--- src/rtl/clock_enable_scheduler_pkg.sv ---
// Shared definitions for the clock-enable scheduler: domain FSM encodings,
// domain indices and status field layout.
package clock_enable_scheduler_pkg;

    typedef enum logic [1:0] {
        ST_OFF   = 2'b00,
        ST_WAKE  = 2'b01,
        ST_ON    = 2'b10,
        ST_DRAIN = 2'b11
    } state_e;

    localparam int NUM_DOM    = 3;
    localparam int DOM_DMA    = 0;
    localparam int DOM_FIR    = 1;
    localparam int DOM_FFT    = 2;
    localparam int ST_FIELD_W = 2;

    // Domain index doubles as status slot: {fft, fir, dma} from MSB to LSB.
    function automatic int status_lsb(input int dom);
        return dom * ST_FIELD_W;
    endfunction

endpackage

--- src/rtl/clock_enable_scheduler_domain_power_fsm.sv ---
// One gated domain: OFF -> WAKE (settle) -> ON <-> DRAIN (idle timeout) -> OFF.
// Enable and ready are decoded from the state register only.
module domain_power_fsm
    import clock_enable_scheduler_pkg::*;
#(
    parameter int WAKE_CYCLES = 4,
    parameter int IDLE_CYCLES = 16,
    parameter int CNT_W       = 8
) (
    input  logic   clk_in,
    input  logic   reset_n,
    input  logic   grant,
    input  logic   eff_req,
    input  logic   busy,
    output state_e state,
    output logic   enable,
    output logic   ready
);

    localparam logic [CNT_W-1:0] WAKE_LOAD = CNT_W'(WAKE_CYCLES - 1);
    localparam logic [CNT_W-1:0] IDLE_LOAD = CNT_W'(IDLE_CYCLES - 1);

    state_e           state_q, state_d;
    logic [CNT_W-1:0] cnt_q, cnt_d;

    always_ff @(posedge clk_in or negedge reset_n) begin
        if (!reset_n) begin
            state_q <= ST_OFF;
            cnt_q   <= '0;
        end else begin
            state_q <= state_d;
            cnt_q   <= cnt_d;
        end
    end

    always_comb begin
        state_d = state_q;
        cnt_d   = cnt_q;
        unique case (state_q)
            ST_OFF: begin
                if (grant) begin
                    state_d = ST_WAKE;
                    cnt_d   = WAKE_LOAD;
                end
            end
            ST_WAKE: begin
                if (cnt_q == '0) state_d = ST_ON;
                else             cnt_d   = cnt_q - CNT_W'(1);
            end
            ST_ON: begin
                if (!eff_req && !busy) begin
                    state_d = ST_DRAIN;
                    cnt_d   = IDLE_LOAD;
                end
            end
            ST_DRAIN: begin
                // Renewed activity takes precedence over an expiring timeout.
                if (eff_req || busy) state_d = ST_ON;
                else if (cnt_q == '0) state_d = ST_OFF;
                else                  cnt_d   = cnt_q - CNT_W'(1);
            end
            default: state_d = ST_OFF;
        endcase
    end

    always_comb begin
        state  = state_q;
        enable = (state_q != ST_OFF);
        ready  = (state_q == ST_ON) || (state_q == ST_DRAIN);
    end

endmodule

--- src/rtl/clock_enable_scheduler.sv ---
// Sequences the DMA/FIR/FFT clock-gate enables: one wake at a time,
// DMA first up and last down.
module clock_enable_scheduler
    import clock_enable_scheduler_pkg::*;
#(
    parameter int WAKE_CYCLES = 4,
    parameter int IDLE_CYCLES = 16,
    parameter int CNT_W       = 8
) (
    input  logic       clk_in,
    input  logic       reset_n,
    input  logic       req_fir,
    input  logic       req_fft,
    input  logic       req_dma,
    input  logic       busy_fir,
    input  logic       busy_fft,
    input  logic       busy_dma,
    output logic       enable_fir,
    output logic       enable_fft,
    output logic       enable_dma,
    output logic       ready_fir,
    output logic       ready_fft,
    output logic       ready_dma,
    output logic       wake_busy,
    output logic [5:0] status
);

    state_e               st [NUM_DOM];
    logic [NUM_DOM-1:0]   eff_req, busy, grant, en, rdy, in_wake;
    logic                 dma_up;

    assign busy[DOM_DMA] = busy_dma;
    assign busy[DOM_FIR] = busy_fir;
    assign busy[DOM_FFT] = busy_fft;

    // DMA stays requested while either consumer is anywhere but OFF.
    assign eff_req[DOM_DMA] = req_dma | req_fir | req_fft |
                              (st[DOM_FIR] != ST_OFF) | (st[DOM_FFT] != ST_OFF);
    assign eff_req[DOM_FIR] = req_fir;
    assign eff_req[DOM_FFT] = req_fft;

    assign dma_up = (st[DOM_DMA] == ST_ON) || (st[DOM_DMA] == ST_DRAIN);

    always_comb begin
        grant = '0;
        if (in_wake == '0) begin
            if (st[DOM_DMA] == ST_OFF && eff_req[DOM_DMA])
                grant[DOM_DMA] = 1'b1;
            else if (dma_up && st[DOM_FIR] == ST_OFF && eff_req[DOM_FIR])
                grant[DOM_FIR] = 1'b1;
            else if (dma_up && st[DOM_FFT] == ST_OFF && eff_req[DOM_FFT])
                grant[DOM_FFT] = 1'b1;
        end
    end

    generate
        for (genvar gi = 0; gi < NUM_DOM; gi++) begin : g_dom
            domain_power_fsm #(
                .WAKE_CYCLES (WAKE_CYCLES),
                .IDLE_CYCLES (IDLE_CYCLES),
                .CNT_W       (CNT_W)
            ) u_fsm (
                .clk_in  (clk_in),
                .reset_n (reset_n),
                .grant   (grant[gi]),
                .eff_req (eff_req[gi]),
                .busy    (busy[gi]),
                .state   (st[gi]),
                .enable  (en[gi]),
                .ready   (rdy[gi])
            );
            assign in_wake[gi] = (st[gi] == ST_WAKE);
            assign status[status_lsb(gi) +: ST_FIELD_W] = st[gi];
        end
    endgenerate

    assign enable_dma = en[DOM_DMA];
    assign enable_fir = en[DOM_FIR];
    assign enable_fft = en[DOM_FFT];
    assign ready_dma  = rdy[DOM_DMA];
    assign ready_fir  = rdy[DOM_FIR];
    assign ready_fft  = rdy[DOM_FFT];
    assign wake_busy  = |in_wake;

endmodule

--- config.mk ---
export PLATFORM = sky130hd
export DESIGN_NAME = clock_enable_scheduler
export DESIGN_NICKNAME = d
export VERILOG_FILES = /design/src/rtl/clock_enable_scheduler_pkg.sv /design/src/rtl/clock_enable_scheduler_domain_power_fsm.sv /design/src/rtl/clock_enable_scheduler.sv
export SDC_FILE = /design/constraint.sdc
export NUM_CORES = 1
export LEC_CHECK = 0
export ABC_AREA = 1
export CAP_MARGIN = 20
export CORE_ASPECT_RATIO = 1.75
export CORE_MARGIN = 10
export CORE_UTILIZATION = 46
export CTS_BUF_LIST = sky130_fd_sc_hd__clkbuf_8
export CTS_CLUSTER_DIAMETER = 200
export DETAILED_ROUTE_END_ITERATION = 16
export GPL_TIMING_DRIVEN = 1
export PLACE_DENSITY = 0.65
export SYNTH_ARGS = -nofsm -noshare
export SYNTH_HDL_FRONTEND = slang
export SYNTH_SLANG_ARGS = --single-unit
--- constraint.sdc ---
create_clock -name clk_in -period 1.9 [get_ports clk_in]
set_input_delay 0.57 -clock clk_in [delete_from_list [all_inputs] [get_ports clk_in]]
set_output_delay 0.57 -clock clk_in [all_outputs]
set_load 0.1 [all_outputs]
* Word-level counts from Yosys, hierarchy flattened
Cells that the tools add are included.
** Operators by class
- Equality and inequality tests :: 24
- Add/sub/neg operators :: 3
- Reduce and logical (&&, ||, !) cells :: 37
- Muxes and demuxes :: 39
- Bitwise gates (word level) :: 4
** Operators with widths (number)
- $mux 8 :: 12
- $pmux 8 s4 :: 3
- $mux 2 :: 16
- $logic_not 8->1 :: 3
- $pmux 2 s4 :: 3
- $sub 8x1->8 const B :: 3
- $eq 2x2->1 const B :: 6
- $ne 2x1->1 const B :: 6
- $ne 2x2->1 const B :: 6
- $reduce_and 4->1 :: 3
- $ne 3x1->1 const B :: 3
- $reduce_and 3->1 :: 3
- $logic_and 1x1->1 :: 8
- $eq 2x1->1 const B :: 3
- $logic_not 1->1 :: 6
- $logic_not 2->1 :: 3
- $logic_or 1x1->1 :: 6
- $reduce_bool 2->1 :: 3
- $mux 1 :: 4
- $or 1x1->1 :: 4
- $logic_not 3->1 :: 1
- $mux 3 :: 1
- $reduce_or 3->1 :: 1
** Word-level totals
- Logic and storage cells :: 113
- Output and inout port bits :: 13
- Flip-flop bits (word level) :: 30
- Input bits :: 8

* Longest topological paths before layout
- Word-level depth :: 10
- Mapped depth :: 12
- Depth with buffers taken out :: 11

* Cells and area by module
A second synthesis with hierarchy kept.
** Second synthesis, totals
- Cells, all modules :: 279
- Area, all modules :: 1961.9 um2
** By module, submodules not included
- domain_power_fsm :: area an instance 619.3 um2, cells an instance 86, sequential area each 250.2 um2, times used 3
- clock_enable_scheduler :: area an instance 103.8 um2, cells an instance 21, sequential area each 0.0 um2, times used 1

* Worst setup path after synthesis
OpenSTA, ideal clock, no wires.
- Kind :: register -> register
- Start :: register g_dom[0].u_fsm.state_q[1]
- End :: register g_dom[1].u_fsm.cnt_q[5]
- Buffers on the path :: 2
- Data arrival time :: 2901 ps
- Required time :: 1773 ps
- Cell stages (with the launch flop) :: 10
- Slack :: -1128 ps
- Clock period less this slack :: 3028 ps
- Library setup time :: 127 ps
- Cell sequence :: dfrtp_1 -> buf_4 -> inv_1 -> nand2_1 -> nand3_1 -> o21bai_2 -> nand3_1 -> buf_6 -> nand2_1 -> o21ai_0
** On the way
- Word-level cells in the longest chain between the ends :: 9
- Elaborated cells on any way between the ends :: 14
- Those cells by class :: eq/ne: 4; mux: 3; reduce/logical: 7
** Ends and longest elaborated chain
- from (decl) :: line clock_enable_scheduler_domain_power_fsm.sv:23 : state_e state_q, state_d;
- from (signal assigned) :: line clock_enable_scheduler_domain_power_fsm.sv:31 : state_q <= state_d;
- $eq 2x2->1 :: line clock_enable_scheduler.sv:42 : assign dma_up = (st[DOM_DMA] == ST_ON) || (st[DOM_DMA] == ST_DRAIN);
- $logic_or 1x1->1 :: line clock_enable_scheduler.sv:42
- $logic_and 1x1->1 (2 in series) :: line clock_enable_scheduler.sv:49 : else if (dma_up && st[DOM_FIR] == ST_OFF && eff_req[DOM_FIR])
- $mux 1 :: line clock_enable_scheduler.sv:49
- $mux 2 :: line clock_enable_scheduler.sv:47 : if (st[DOM_DMA] == ST_OFF && eff_req[DOM_DMA])
- $mux 3 (*) :: line clock_enable_scheduler.sv:46 : if (in_wake == '0) begin
- $ne 2x2->1 (no line) (*)
- $reduce_and 3->1 (no line) (*)
- to (signal assigned) :: line clock_enable_scheduler_domain_power_fsm.sv:32 : cnt_q <= cnt_d;
- to (decl) :: line clock_enable_scheduler_domain_power_fsm.sv:24 : logic [CNT_W-1:0] cnt_q, cnt_d;
Mark *: on every way between the ends. The rest lies on a longest branch, timed or not.
A chain may end at the register's enable or synchronous reset.

* Final worst setup path
- Start :: register g_dom[1].u_fsm.state_q[1]
- End :: output port wake_busy
** On the way
- Word-level cells in the longest chain between the ends :: 2
** Ends and longest elaborated chain
- from (decl) :: line clock_enable_scheduler_domain_power_fsm.sv:23
- from (signal assigned) :: line clock_enable_scheduler_domain_power_fsm.sv:31
- $eq 2x1->1 :: line clock_enable_scheduler.sv:72 : assign in_wake[gi] = (st[gi] == ST_WAKE);
- $reduce_or 3->1 :: line clock_enable_scheduler.sv:83 : assign wake_busy = |in_wake;
- to (decl) :: line clock_enable_scheduler.sv:24 : output logic wake_busy,
No other way between the ends.

==> reports/results.txt <==
First-pass iteration count of the detailed router: 4
Worst Hold Class: flop to flop
Clk root buf: clkbuf_8
Relative slew slack: 74.2%
Vias in the first global route: 1917
Overflow after GRT: 0
Worst-Skew Late Latency: 0.28 ns
First-pass GRT wire length: 8.45 mm
RD Place Congestion: 0.846
Syn_nets: 320
Post-synthesis sequential area ratio: 36.3%
Run status: finished, final reports clean
CP Class: flop to primary output
Cells after Synth: 307
Synth top area cells: dfrtp_1 36%, nand2_1 18%, nor2_1 8.2%
Critical path data arrival time: 1.27 ns
Slew Viols, Final: 0
Worst slew pin tran: 0.387 ns
Yosys warning count: 0
Design Area, Final: 0.00272 sq mm
Post-synth top area cell: dfrtp_1
Routed Antenna Nets: 0
Die X: 70.7 um
Top_reg_cell synth: dfrtp_1
Htree depth: 2
RSZ-0062 raised after global routing: false
Wire length per cell: 12.7 um
Top cells by count, synth: 100 x nand2_1, 45 x nor2_1, 40 x inv_1
Cell variety after synth: 28
Placed Instance Area: 0.00253 sq mm
Share of layout cells above drive strength 1: 20.5%
Via/cell ratio: 5.04
CP max FO: 5
Die Area: 0.00769 sq mm
Hold Violations, Final: 0
Clock Skew: 0.00458 ns
Crit path time final: 1.84 ns
Crit path launch: g_dom[1].u_fsm.state[1]$_DFFE_PN0P_
FP Rows: 32
Max Cap Violations: 0
Starting density of the core: 47.0%
Synth top area share: 36.3%
CTS tree: built
Ant. Diodes: 0
Vias: 1980
Clock Path Buffers: 2
Routed wire length: 4.99 mm
Synthesized area: 0.00207 sq mm
DRC: 0
Clock Pin Slew Worst Setup and Hold Paths: 0.06 ns
Nets@finish: 354
Critical Path Start Type: flop
Setup violators final: 0
Crit end category: primary output
Final Core Density: 61.7%
CTS Sinks: 30
Final worst-path cycle share: 96.7%
Clock buffer count from CTS: 5
Async SR Flop Fraction: 100%
F_max: 544 MHz
Die H: 109 um
Port buffer count: 20
Area growth, synth to finish: 31.3%
Core ar.: 0.00440 sq mm
Hold Crit Start: g_dom[0].u_fsm.cnt_q[0]$_DFFE_PN0P_
HPWL Detailed: 3.86 mm
Pre-CTS setup slack: -0.159 ns
Total track usage: 13.2%
Final worst slack: 0.0630 ns
Syn_area_per_cell: 6.75 sq um
1st-iter DRT viols: 82
Most common cell in the netlist: nand2_1
Ports: 21
Initial antenna violation count: 0
Worst reg2reg startpoint: g_dom[2].u_fsm.cnt_q[0]$_DFFE_PN0P_
Synth Register Bits: 30
CP required: 1.33 ns
Post-synth EDFFs: 0
Largest net degree at the start of global routing: 31
## cells by family after synthesis
kind of cell / count (synthesis) / share of synthesized area (%)
flip-flops: 30 / 36.3
adder cells (fa/ha/maj): 5 / 3.02
XOR/XNOR: 8 / 3.38
AND/OR/NAND/NOR: 188 / 38.9
buffers and inverters: 49 / 10.3
AO/OA/AOI/OAI: 27 / 8.16
## per-stage QoR
| stage | hold slack (ns) | instances | setup TNS (ns) |
|---|---|---|---|
| floorplan | 0.274 | 307 | -0.526 |
| detailed placement | 0.470 | 379 | -2.52 |
| global route | 0.523 | 393 | 0 |
| finish | 0.482 | 393 | 0 |
| CTS | 0.486 | 393 | 0 |
| global placement | 0.465 | 379 | -2.37 |
## critical path, stage by stage (launching register included)
cell and delay (ns):
dfrtp_4 0.49, clkinvlp_4 0.11, nand2_1 0.10, nand3_4 0.10, buf_12 0.18
## registers in the layout, indices dropped and copies added, names as in the netlist
register	count
g_dom.u_fsm.cnt_q	24
g_dom.u_fsm.state	6
## per-layer routing
| layer | routed length [um] | up-vias | share of wire (%) | GRT usage (%) |
|---|---|---|---|---|
| met5 | 0 | - | 0 | 0 |
| met1 | 1950 | 917 | 39 | 12.7 |
| met4 | 106 | 0 | 2.1 | 5.97 |
| met3 | 170 | 8 | 3.4 | 2.55 |
| met2 | 2760 | 32 | 55 | 25.9 |
| li1 | - | 1023 | - | - |
## area by class of cell
class | instances | area, sq um
fillers | 407 | 1690
multi-input cells | 228 | 1170
flip-flops and latches | 30 | 773
repair buffers | 35 | 443
inverters | 41 | 161
clock buffers | 8 | 110
well taps | 51 | 63.8
## cells in the final DEF (no fill, tap or decap), types with 4 or more instances in the layout
cell             synthesis  layout
buf_4                    1      15
nor3_1                   4       4
clkdlybuf4s50_1          0       7
nor2_1                  45      42
nand3_1                 28      25
ha_1                     5       5
nand2_1                100      97
buf_12                   0      13
xor2_1                   6       6
o21ai_0                 15      15
inv_1                   40      36
clkbuf_8                 0       8
dfrtp_1                 30      24
o21ai_2                  4       4
dfrtp_4                  0       6
## final timing paths
check	slack, ns	cells past startpoint	endpoint
setup / recovery	0.06	4	wake_busy
hold / removal	0.48	2	g_dom[0].u_fsm.cnt_q[0]$_DFFE_PN0P_
setup reg to reg	0.18	10	g_dom[2].u_fsm.cnt_q[1]$_DFFE_PN0P_
hold reg to reg	0.48	2	g_dom[0].u_fsm.cnt_q[0]$_DFFE_PN0P_
max in group asynchronous	0.90	2	g_dom[0].u_fsm.state[0]$_DFFE_PN0P_
min in group asynchronous	0.68	2	g_dom[2].u_fsm.state[1]$_DFFE_PN0P_
## repair_timing
item	4_1_cts	5_1_grt
buffers inserted	6	0
setup endpoints to repair	2	13
pin swaps	0	0
cloned	0	0
resized for setup	4	6
endpoints found under the hold margin	0	0
hold buffers	0	0
Power is left out: the tool's default activity adds up to more than one toggle a clock period on the data nets, which glitch-free logic cannot reach.
